$ cat config.mk
export PLATFORM = sky130hd
export DESIGN_NAME = skid_pipe_reg
export DESIGN_NICKNAME = d
export VERILOG_FILES = /design/src/rtl/pipe_pkg.sv /design/src/rtl/en_reg_arn.sv /design/src/rtl/skid_pipe_reg.sv
export SDC_FILE = /design/constraint.sdc
export NUM_CORES = 1
export LEC_CHECK = 0
export ABC_CLOCK_PERIOD_IN_PS = 2160
export CORE_MARGIN = 1.5
export CORE_UTILIZATION = 48
export DETAILED_ROUTE_END_ITERATION = 16
export PLACE_DENSITY = 0.76
export SYNTH_ARGS = -nofsm -noshare
export SYNTH_HDL_FRONTEND = slang
export SYNTH_HIERARCHICAL = 1
export SYNTH_SLANG_ARGS = --single-unit
$ cat constraint.sdc
create_clock -name clk -period 2.16 [get_ports clk]
set_input_delay 0.54 -clock clk [delete_from_list [all_inputs] [get_ports clk]]
set_output_delay 0.54 -clock clk [all_outputs]
set_load 0.05 [all_outputs]
$ cat src/rtl/pipe_pkg.sv
`default_nettype none
// ============================================================================
// Module   : pipe_pkg
// Brief    : Shared state encoding and depth for the skid pipeline register.
// Revision : 1.0 - initial release
// ============================================================================
package pipe_pkg;

  typedef enum logic [1:0] {
    EMPTY = 2'd0,
    ONE   = 2'd1,
    TWO   = 2'd2
  } pipe_state_e;

  localparam int unsigned PIPE_DEPTH = 2;

endpackage
`default_nettype wire

$ cat src/rtl/en_reg_arn.sv
`default_nettype none
// ============================================================================
// Module   : en_reg_arn
// Brief    : Enabled data register, async active-low reset, sync clear.
// Revision : 1.0 - initial release
// ============================================================================
module en_reg_arn #(
  parameter int unsigned      WIDTH   = 32,
  parameter logic [WIDTH-1:0] RST_VAL = '0
) (
  input  logic             clk,
  input  logic             rst_n,
  input  logic             i_en,
  input  logic             i_clr,
  input  logic [WIDTH-1:0] i_d,
  output logic [WIDTH-1:0] o_q
);

  logic [WIDTH-1:0] r_q;

  // Clear wins over enable so a squash can never be overwritten by a load.
  always_ff @(posedge clk or negedge rst_n) begin
    if (!rst_n) begin
      r_q <= RST_VAL;
    end else if (i_clr) begin
      r_q <= RST_VAL;
    end else if (i_en) begin
      r_q <= i_d;
    end
  end

  assign o_q = r_q;

endmodule
`default_nettype wire

$ cat src/rtl/skid_pipe_reg.sv
`default_nettype none
// ============================================================================
// Module   : skid_pipe_reg
// Brief    : Two-entry valid/ready pipeline register with skid slot and flush.
// Revision : 1.0 - initial release
// ============================================================================
module skid_pipe_reg
  import pipe_pkg::*;
#(
  parameter int unsigned      WIDTH   = 32,
  parameter logic [WIDTH-1:0] RST_VAL = '0
) (
  input  logic             clk,
  input  logic             rst_n,
  input  logic             flush,
  input  logic             in_valid,
  output logic             in_ready,
  input  logic [WIDTH-1:0] in_data,
  output logic             out_valid,
  input  logic             out_ready,
  output logic [WIDTH-1:0] out_data,
  output logic [1:0]       count
);

  pipe_state_e      r_state;
  pipe_state_e      w_next_state;
  logic             r_main_v;
  logic             r_skid_v;
  logic [1:0]       r_count;
  logic             w_in_fire;
  logic             w_out_fire;
  logic             w_main_en;
  logic             w_skid_en;
  logic [WIDTH-1:0] w_main_d;
  logic [WIDTH-1:0] w_main_q;
  logic [WIDTH-1:0] w_skid_q;

  assign w_in_fire  = in_valid & ~r_skid_v;
  assign w_out_fire = r_main_v & out_ready;

  always_comb begin
    w_next_state = r_state;
    w_main_en    = 1'b0;
    w_skid_en    = 1'b0;
    w_main_d     = in_data;
    case (r_state)
      EMPTY: begin
        w_main_en = w_in_fire;
        if (w_in_fire) w_next_state = ONE;
      end
      ONE: begin
        w_main_en = w_in_fire & w_out_fire;
        w_skid_en = w_in_fire & ~w_out_fire;
        if (w_in_fire && !w_out_fire)      w_next_state = TWO;
        else if (!w_in_fire && w_out_fire) w_next_state = EMPTY;
      end
      TWO: begin
        w_main_en = w_out_fire;
        w_main_d  = w_skid_q;
        if (w_out_fire) w_next_state = ONE;
      end
      default: w_next_state = EMPTY;
    endcase
    if (flush) w_next_state = EMPTY;
  end

  // Flags are decoded from the next state so every output leaves a flop.
  always_ff @(posedge clk or negedge rst_n) begin
    if (!rst_n) begin
      r_state  <= EMPTY;
      r_main_v <= 1'b0;
      r_skid_v <= 1'b0;
      r_count  <= 2'd0;
    end else begin
      r_state  <= w_next_state;
      r_main_v <= (w_next_state != EMPTY);
      r_skid_v <= (w_next_state == TWO);
      case (w_next_state)
        ONE:     r_count <= 2'd1;
        TWO:     r_count <= 2'(PIPE_DEPTH);
        default: r_count <= 2'd0;
      endcase
    end
  end

  en_reg_arn #(
    .WIDTH   (WIDTH),
    .RST_VAL (RST_VAL)
  ) u_main_reg (
    .clk   (clk),
    .rst_n (rst_n),
    .i_en  (w_main_en),
    .i_clr (flush),
    .i_d   (w_main_d),
    .o_q   (w_main_q)
  );

  en_reg_arn #(
    .WIDTH   (WIDTH),
    .RST_VAL (RST_VAL)
  ) u_skid_reg (
    .clk   (clk),
    .rst_n (rst_n),
    .i_en  (w_skid_en),
    .i_clr (flush),
    .i_d   (in_data),
    .o_q   (w_skid_q)
  );

  assign in_ready  = ~r_skid_v;
  assign out_valid = r_main_v;
  assign out_data  = w_main_q;
  assign count     = r_count;

endmodule
`default_nettype wire

[Word-level counts from Yosys, hierarchy flattened]
Cells that the tools add are included.
Word-level totals
  register bits after elaboration: 70
  output and inout bits: 36
  logic and storage cells: 38
Operators by class
  equal/unequal tests: 4
  mux-type cells: 14
  bitwise logic cells: 6
  reduce and logical (&&, ||, !) cells: 8
Operator list (count)
  32-bit 2-to-1 mux: 5
  2-bit 2-to-1 mux: 5
  2-bit one-hot mux with 3 select lines: 1
  2-bit nonzero test: 3
  1-bit bitwise AND: 4
  2-bit by 1-bit equality test with 1-bit output (second input constant): 2
  2-bit equality test (second input constant): 2
  2-bit one-hot mux with 2 select lines: 1
  1-bit one-hot mux with 3 select lines: 1
  1-bit logical AND: 2
  1-bit logical NOT: 2
  2-bit logical NOT: 1
  1-bit NOT: 2
  1-bit 2-to-1 mux: 1

[Logic depth before layout (Yosys ltp)]
Gate-level depths: netlist (run 1).
  depth in word-level cells: 10
  gate-level depth with buffers: 7

[Hierarchy]
Netlist (run 1), hierarchy kept.
By module, submodules not included
  en_reg_arn: times used 2, cells each 103, area an instance 1323.8 um2, seq. area each 800.8 um2
  skid_pipe_reg: times used 1, cells each 62, area an instance 765.7 um2, seq. area each 125.1 um2

[Worst setup path before layout (run 1)]
No wires, ideal clock.
  path kind: input to register
  start: input port in_valid
  end: register u_main_reg.r_q[0] (netlist: u_main_reg/o_q[0])
  setup time: 0.132 ns
  data arrival time: 1.602 ns
  required time: 2.028 ns
  setup slack: 0.427 ns
  stages: 6
  buffers on the path: 2
  cells stage by stage: or3b_1 -> o22ai_1 -> buf_6 -> buf_12 -> mux2i_1 -> nor2_1
On the way
  word-level cells in the longest chain between the ends: 4
Ends and longest elaborated chain
  start, declared: line skid_pipe_reg.sv:16  | input logic in_valid,
  1-bit bitwise AND (*): line skid_pipe_reg.sv:38  | assign w_in_fire = in_valid & ~r_skid_v;
  1-bit bitwise AND: line skid_pipe_reg.sv:52  | w_main_en = w_in_fire & w_out_fire;
  1-bit one-hot mux with 3 select lines (*): line skid_pipe_reg.sv:46  | case (r_state)
  net w_main_en: line skid_pipe_reg.sv:32  | logic w_main_en;
  2-bit nonzero test (no source line) (*)
  end signal, assigned: line en_reg_arn.sv:28  | r_q <= i_d;
  end, declared: line en_reg_arn.sv:19  | logic [WIDTH-1:0] r_q;
The timed path passes the listed nets; every way through them passes the cells marked *.
A chain may end at the register's enable or synchronous reset.

[Worst setup path after layout (run 1)]
  start: register r_main_v (netlist: out_valid)
  end: output port out_valid
RTL lines
  start, declared: line skid_pipe_reg.sv:27  | logic r_main_v;
  start signal, assigned: line skid_pipe_reg.sv:76  | r_main_v <= (w_next_state != EMPTY);
  end, declared: line skid_pipe_reg.sv:19  | output logic out_valid,
No word-level cell between the ends.

==> run_results.csv, run 1 <==
group,metric,value,unit
yosys,synth_cells,268,
yosys,netlist_area,3410,um2
yosys,synth.distinct_cells,21,
clocking,worstSkewPairLatency,0.33,ns
detailed_routing,detail_route.wl_per_cell,14.8,um
placement,post-dp-hpwl,4.20,mm
power_and_ir_drop,power.static_leakage,0.00203,uW
global_routing,first_global_vias,2350,
yosys,syn_nets,305,
yosys,synth_top_area_cells,"dfrtp_1 (51%), mux2i_1 (19%), mux2_4 (12%), nor2_1 (7.1%), buf_12 (3.5%)",
floorplanning,die_width,87.3,um
run_status,run_status,"finished, final reports clean",
placement,finalWeightedCongestion,0.831,
floorplanning,io_pins,73,
placement,placement.cell_area,4170,um2
critical_path,path_cells,"clkdlybuf4s50_1",
critical_path,timing.critical_path.depth,1,
floorplanning,die_y,87.3,um
critical_path,reg2reg_depth,5,
critical_path,criticalPathCategory,"reg -> out",
yosys,synth_compound_gate_area_share,1.87,%
clocking,cts.root.buffer_cell,"clkbuf_8",
floorplanning,die_area,7630,um2
yosys,synth-edff-count,0,
finish,finalCoreUtilization,64.2,%
yosys,ys.flop_type,"dfrtp_1",
timing,final.min_clock_period,2.10,ns
clocking,cts_tree,"done",
clocking,clk_transition_reported_paths,0.07,ns
floorplanning,floorplan.initialDensity,50.0,%
global_routing,all_layer_global_routing_usage,18.3,%
clocking,post_cts.resized_instances,0,
global_routing,grt_antenna_before_repair,0,
yosys,synth_area_leader_cell,"dfrtp_1",
finish,nets,379,
detailed_routing,drc_errors,0,
yosys,share_of_the_yosys_chip_area_belonging_to_registers,50.6,%
clocking,numCtsBuffers,9,
power_and_ir_drop,fin_total_pwr,3460,uW
finish,syn2layout_area_growth,28.6,%
critical_path,worst-endpoint-arrival,1.56,ns
detailed_routing,viasPerCell,5.03,
flow_run,drv.max_cap_violation_count,0,
critical_path,critical_path.endpoint_type,"output pin",
timing,finalSetupViolCount,0,
yosys,syn-mean-instance-area,12.7,um2
global_routing,globalRoute.totalOverflow,0,
yosys,post_synth_and_or_nand_nor_area_fraction,8.76,%
clocking,post_cts_hold_buffer_count,0,
clocking,h-tree-depth,3,
timing,final_min_period_over_clock_period,97.4,%
floorplanning,placement_rows,30,
timing,clock-skew-final,0.00942,ns
critical_path,critical_path_s_top_delay_family,"buffers and inverters",
floorplanning,core_area,6830,um2
detailed_routing,wirelength,6.54,mm
finish,drive_gt1_share,18.2,%
finish,antenna-diode-count,0,
hold_path,worst_min_delay_path_category,"in -> async",
critical_path,crit_start_category,"flip-flop",
finish,finish.cell_count_without_fillers,442,
yosys,mux_contribution_to_synthesized_area,32.3,%
timing,unrepaired_setup_endpoints_after_global_routing,"false",
yosys,synth_async_sr_flop_share,100,%
yosys,yosys_warnings,6,
finish,count_of_filler_cells_inserted_in_the_layout,575,
critical_path,worst_path_buffer_plus_inverter_count,1,
yosys,synth_largest_type_area_fraction,50.6,%
yosys,ys_ff_latch,69,
yosys,synth_fa_ha_area_share,0,%
power_and_ir_drop,cellPowerDensity,788,nW/um2
clocking,clk_path_buf_depth,2,
placement,port_buffers,72,
timing,hold_violation_count_in_the_final_report,0,
detailed_routing,ant_nets,0,
detailed_routing,first_pass_iters,4,
detailed_routing,detailroute.via_count,2223,
clocking,tritoncts_num_sinks,69,
timing,worst_max_slew_pin_slew,0.513,ns
critical_path,critPathMaxFanout,5,
yosys,synth_top_family_by_area,"multiplexers",
yosys,yosys.area_share.xor_xnor,0,%
timing,timing.slew.headroom,65.7,%
clocking,post_cts_buffers,0,
power_and_ir_drop,vdd.ir_drop.worst,0.441,mV
finish,layout.cell_area.non_filler,4390,um2
global_routing,wire_length_of_the_first_global_routing_pass,10.8,mm
global_routing,grt_start_max_net_pins,70,
critical_path,worstPathRequired,1.62,ns
detailed_routing,drtIter0Drc,91,
critical_path,critPathMaxStageDelay,0.83,ns
timing,maxSlewViolCount,0,
critical_path,cp_slowest_cell,"clkdlybuf4s50_1",
placement,place_inst,427,
timing,max_freq,475,MHz
registers in the layout, indices dropped and copies added (netlist names):
signal          flops
u_main_reg/o_q     32
count               1
u_skid_reg/o_q     32
r_state             2
r_skid_v            1
out_valid           1
stage by stage:
step | setup slack, ns | TNS (ns) | hold WS [ns]
final | 0.0567 | 0 | 0.217
after detailed placement | -0.279 | -13.43 | 0.508
after global placement | -0.228 | -11.17 | 0.498
after global routing | 0.00800 | 0 | 0.242
after floorplan | 0.427 | 0 | 0.244
after CTS | 0.0306 | 0 | 0.224
area by class of cell:
class | count | area (um2) | area share, %
Sequential cell | 69 | 1730 | 39.3
Timing Repair Buffer | 82 | 837 | 19.1
Clock buffer | 9 | 124 | 2.82
Multi-Input combinational cell | 179 | 1490 | 33.9
Tap cell | 96 | 120 | 2.74
Inverter | 1 | 3.75 | 0.0855
Clock inverter | 6 | 88.8 | 2.02
cells in the final DEF, fill, tap and decap left out, types with 2 or more instances in the layout:
cell type,instances
a221oi_1,3
a31oi_1,3
buf_12,4
buf_2,2
buf_4,6
bufinv_16,2
clkbuf_8,9
clkdlybuf4s50_1,69
clkinvlp_4,2
dfrtp_1,69
mux2_2,5
mux2_4,27
mux2i_1,64
nand2_1,3
nor2_1,64
power by group:
part           total [uW]  switching [uW]  internal [uW]
Combinational         896             501            396
Clock                1120             479            643
Sequential           1440            58.8           1380
final timing paths:
path,start,endpoint,slack [ns]
max,out_valid,out_valid,0.06
min,rst_n,u_main_reg/o_q[31],0.22
max reg2reg,r_state[1],u_main_reg/o_q[17],0.34
min reg2reg,u_main_reg/o_q[15],u_main_reg/o_q[15],0.52
max in group asynchronous,rst_n,u_skid_reg/o_q[9],1.65
min in group clk,u_main_reg/o_q[15],u_main_reg/o_q[15],0.52
logic make-up after synthesis:
| family | count (synthesis) |
|---|---|
| AND/OR/NAND/NOR | 74 |
| AO/OA/AOI/OAI | 9 |
| buffers and inverters | 20 |
| multiplexers | 96 |
| flip-flops | 69 |
layer usage:
layer  track usage, %  part of all wire [%]  vias up
li1                 -                     -     1061
met1             22.9                    44     1087
met2             30.7                    50       63
met3             4.83                   4.7       12
met4             6.49                   1.4        0
met5                0                     0        -
Yosys cell counts, types with 2 or more instances:
| cell | instances |
|---|---|
| nand2_1 | 3 |
| dfrtp_1 | 69 |
| mux2_4 | 27 |
| clkbuf_1 | 6 |
| nand2b_1 | 2 |
| mux2i_1 | 64 |
| buf_6 | 6 |
| a31oi_1 | 3 |
| buf_12 | 6 |
| mux2_2 | 5 |
| a221oi_1 | 3 |
| nor2_1 | 65 |
(Power assumes the default switching activity.)
==> inputs of run 2 (changes only) <==
- PLACE_DENSITY: 0.76 -> 0.75
- SYNTH_HIERARCHICAL: 1 -> unset
==> run_results.csv, run 2 <==
group,metric,value,unit
clocking,clk_path_buf_depth,2,
timing,max_freq,480,MHz
global_routing,first_global_vias,2971,
critical_path,cp_slowest_cell,"clkdlybuf4s50_1",
floorplanning,placement_rows,31,
yosys,synth_area_leader_cell,"dfrtp_1",
critical_path,reg2reg_depth,5,
critical_path,r2r-end,"u_main_reg.o_q[5]",
clocking,post_cts_hold_buffer_count,0,
floorplanning,io_pins,73,
finish,nets,436,
clocking,h-tree-depth,3,
detailed_routing,drc_errors,0,
power_and_ir_drop,vdd.ir_drop.worst,0.389,mV
critical_path,timing.critical_path.from,"u_main_reg.o_q[16]",
detailed_routing,first_pass_iters,4,
placement,placement.cell_area,4490,um2
finish,most-common-layout-cells,"dfrtp_1 (69), clkdlybuf4s50_1 (67), a21oi_1 (35)",
yosys,syn-mean-instance-area,11.0,um2
critical_path,critical_path_s_top_delay_family,"buffers and inverters",
clocking,post_cts.resized_instances,0,
power_and_ir_drop,fin_total_pwr,3800,uW
critical_path,setup.worst_path.end,"out_data[16]",
detailed_routing,ant_nets,0,
timing,final_min_period_over_clock_period,96.4,%
yosys,synth-edff-count,0,
detailed_routing,viasPerCell,5.98,
clocking,cts_tree,"done",
critical_path,timing.critical_path.depth,1,
clocking,tritoncts_num_sinks,69,
clocking,numCtsBuffers,9,
detailed_routing,drtIter0Drc,188,
placement,port_buffers,72,
finish,antenna-diode-count,0,
yosys,netlist_area,3590,um2
critical_path,timing.reg2reg.setup_slack,0.38,ns
power_and_ir_drop,power.static_leakage,0.00180,uW
finish,sequential_cell_area,1730,um2
timing,hold_violation_count_in_the_final_report,0,
finish,layout.cell_area.non_filler,4720,um2
critical_path,path_cells,"clkdlybuf4s50_1",
finish,drive_gt1_share,19.1,%
critical_path,critical_path.endpoint_type,"output pin",
global_routing,grt_start_max_net_pins,70,
finish,leading_cell_type_in_the_layout_fill_and_taps_excluded,"dfrtp_1",
timing,finalSetupViolCount,0,
yosys,synth_top_area_cells,"dfrtp_1 (48%), mux2i_1 (8.9%), a21oi_1 (4.9%), nand3_1 (4.5%), o2111ai_1 (3.9%)",
run_status,run_status,"finished, final reports clean",
critical_path,worstPathRequired,1.62,ns
clocking,cts.root.buffer_cell,"clkbuf_8",
finish,multi_input_area,1640,um2
timing,timing.slew.headroom,66.1,%
critical_path,critPathMaxStageDelay,0.82,ns
clocking,clk_transition_reported_paths,0.08,ns
yosys,post-synth-top-count-cell,"dfrtp_1",
yosys,synth_largest_type_area_fraction,48.1,%
placement,dp_worst_setup_slack,-0.129,ns
critical_path,crit_start_category,"flip-flop",
yosys,share_of_the_yosys_chip_area_belonging_to_registers,48.1,%
floorplanning,die_area,8000,um2
critical_path,critPathMaxFanout,2,
timing,worst_max_slew_pin_slew,0.507,ns
detailed_routing,detailroute.via_count,3007,
timing,clock-skew-final,0.00657,ns
floorplanning,floorplan.initialDensity,49.5,%
yosys,syn_nets,364,
placement,post-dp-hpwl,6.07,mm
global_routing,globalRoute.totalOverflow,0,
yosys,ys_ff_latch,69,
timing,final.min_clock_period,2.08,ns
hold_path,worst_min_delay_path_category,"in -> async",
yosys,synth_cells,327,
timing,unrepaired_setup_endpoints_after_global_routing,"false",
yosys,ys.flop_type,"dfrtp_1",
critical_path,worst_path_buffer_plus_inverter_count,1,
global_routing,wire_length_of_the_first_global_routing_pass,14.7,mm
placement,finalWeightedCongestion,0.805,
power_and_ir_drop,cellPowerDensity,805,nW/um2
critical_path,criticalPathCategory,"reg -> out",
timing,hold_slack,0.213,ns
detailed_routing,wirelength,9.01,mm
finish,finalCoreUtilization,65.0,%
floorplanning,core_area,7250,um2
floorplanning,die_y,89.5,um
timing,timing.final.ws_setup,0.0772,ns
yosys,synth_async_sr_flop_share,100,%
detailed_routing,detail_route.wl_per_cell,17.9,um
clocking,worstSkewPairLatency,0.34,ns
critical_path,reg2reg_from,"r_state[1]",
finish,syn2layout_area_growth,31.4,%
global_routing,grt_antenna_before_repair,0,
global_routing,all_layer_global_routing_usage,23.9,%
finish,count_of_filler_cells_inserted_in_the_layout,602,
timing,maxSlewViolCount,0,
yosys,yosys_warnings,0,
floorplanning,die_width,89.5,um
flow_run,drv.max_cap_violation_count,0,
yosys,synth.distinct_cells,37,
clocking,post_cts_buffers,0,
yosys,yosys-top-cells-count,"dfrtp_1 (69), a21oi_1 (35), mux2i_1 (32), nand3_1 (32), o21ai_0 (28)",
critical_path,worst-endpoint-arrival,1.54,ns
-- run 2: cells by family after synthesis --
group / Yosys count / share of synthesized area, %
flops: 69 / 48.1
mux: 32 / 8.93
simple gates: 43 / 7.29
buf+inv: 44 / 6.55
compound gates: 139 / 29.1
-- run 2: per-layer routing --
| layer | GRT usage (%) | wire (um) |
|---|---|---|
| met4 | 7.69 | 118 |
| met3 | 3.51 | 319 |
| met1 | 33.2 | 4040 |
| met2 | 38.8 | 4540 |
| met5 | 0 | 0 |
-- run 2: per-stage QoR --
stage | instances | setup TNS [ns]
floorplan | 327 | 0
global placement | 487 | -0.0289
detailed placement | 487 | -1.61
CTS | 503 | 0
global route | 503 | 0
finish | 503 | 0
-- run 2: layout make-up --
cell class | instances | area share [%]
flip-flops and latches | 69 | 36.6
repair buffers | 102 | 21.0
clock buffers | 10 | 2.92
multi-input cells | 214 | 34.8
clock inverters | 6 | 1.83
inverters | 3 | 0.239
well taps | 99 | 2.63
-- run 2: worst min path at each step --
stage | depth (start not counted) | end | slack [ns] | from
after floorplan | 0 | count[0] | 0.24 | rst_n
after global placement | 2 | u_skid_reg.o_q[1] | 0.53 | u_skid_reg.o_q[1]
after detailed placement | 2 | u_skid_reg.o_q[17] | 0.53 | u_skid_reg.o_q[17]
after CTS | 2 | u_skid_reg.o_q[15] | 0.24 | rst_n
after global routing | 2 | u_skid_reg.o_q[7] | 0.25 | rst_n
final | 2 | u_skid_reg.o_q[7] | 0.21 | rst_n
-- run 2: report_power, final --
| part | leakage [uW] | total [uW] | switching (uW) | internal (uW) |
|---|---|---|---|---|
| Sequential | 0.000926 | 1480 | 80.8 | 1400 |
| Clock | 0.000112 | 1180 | 502 | 680 |
| Combinational | 0.000761 | 1140 | 702 | 434 |
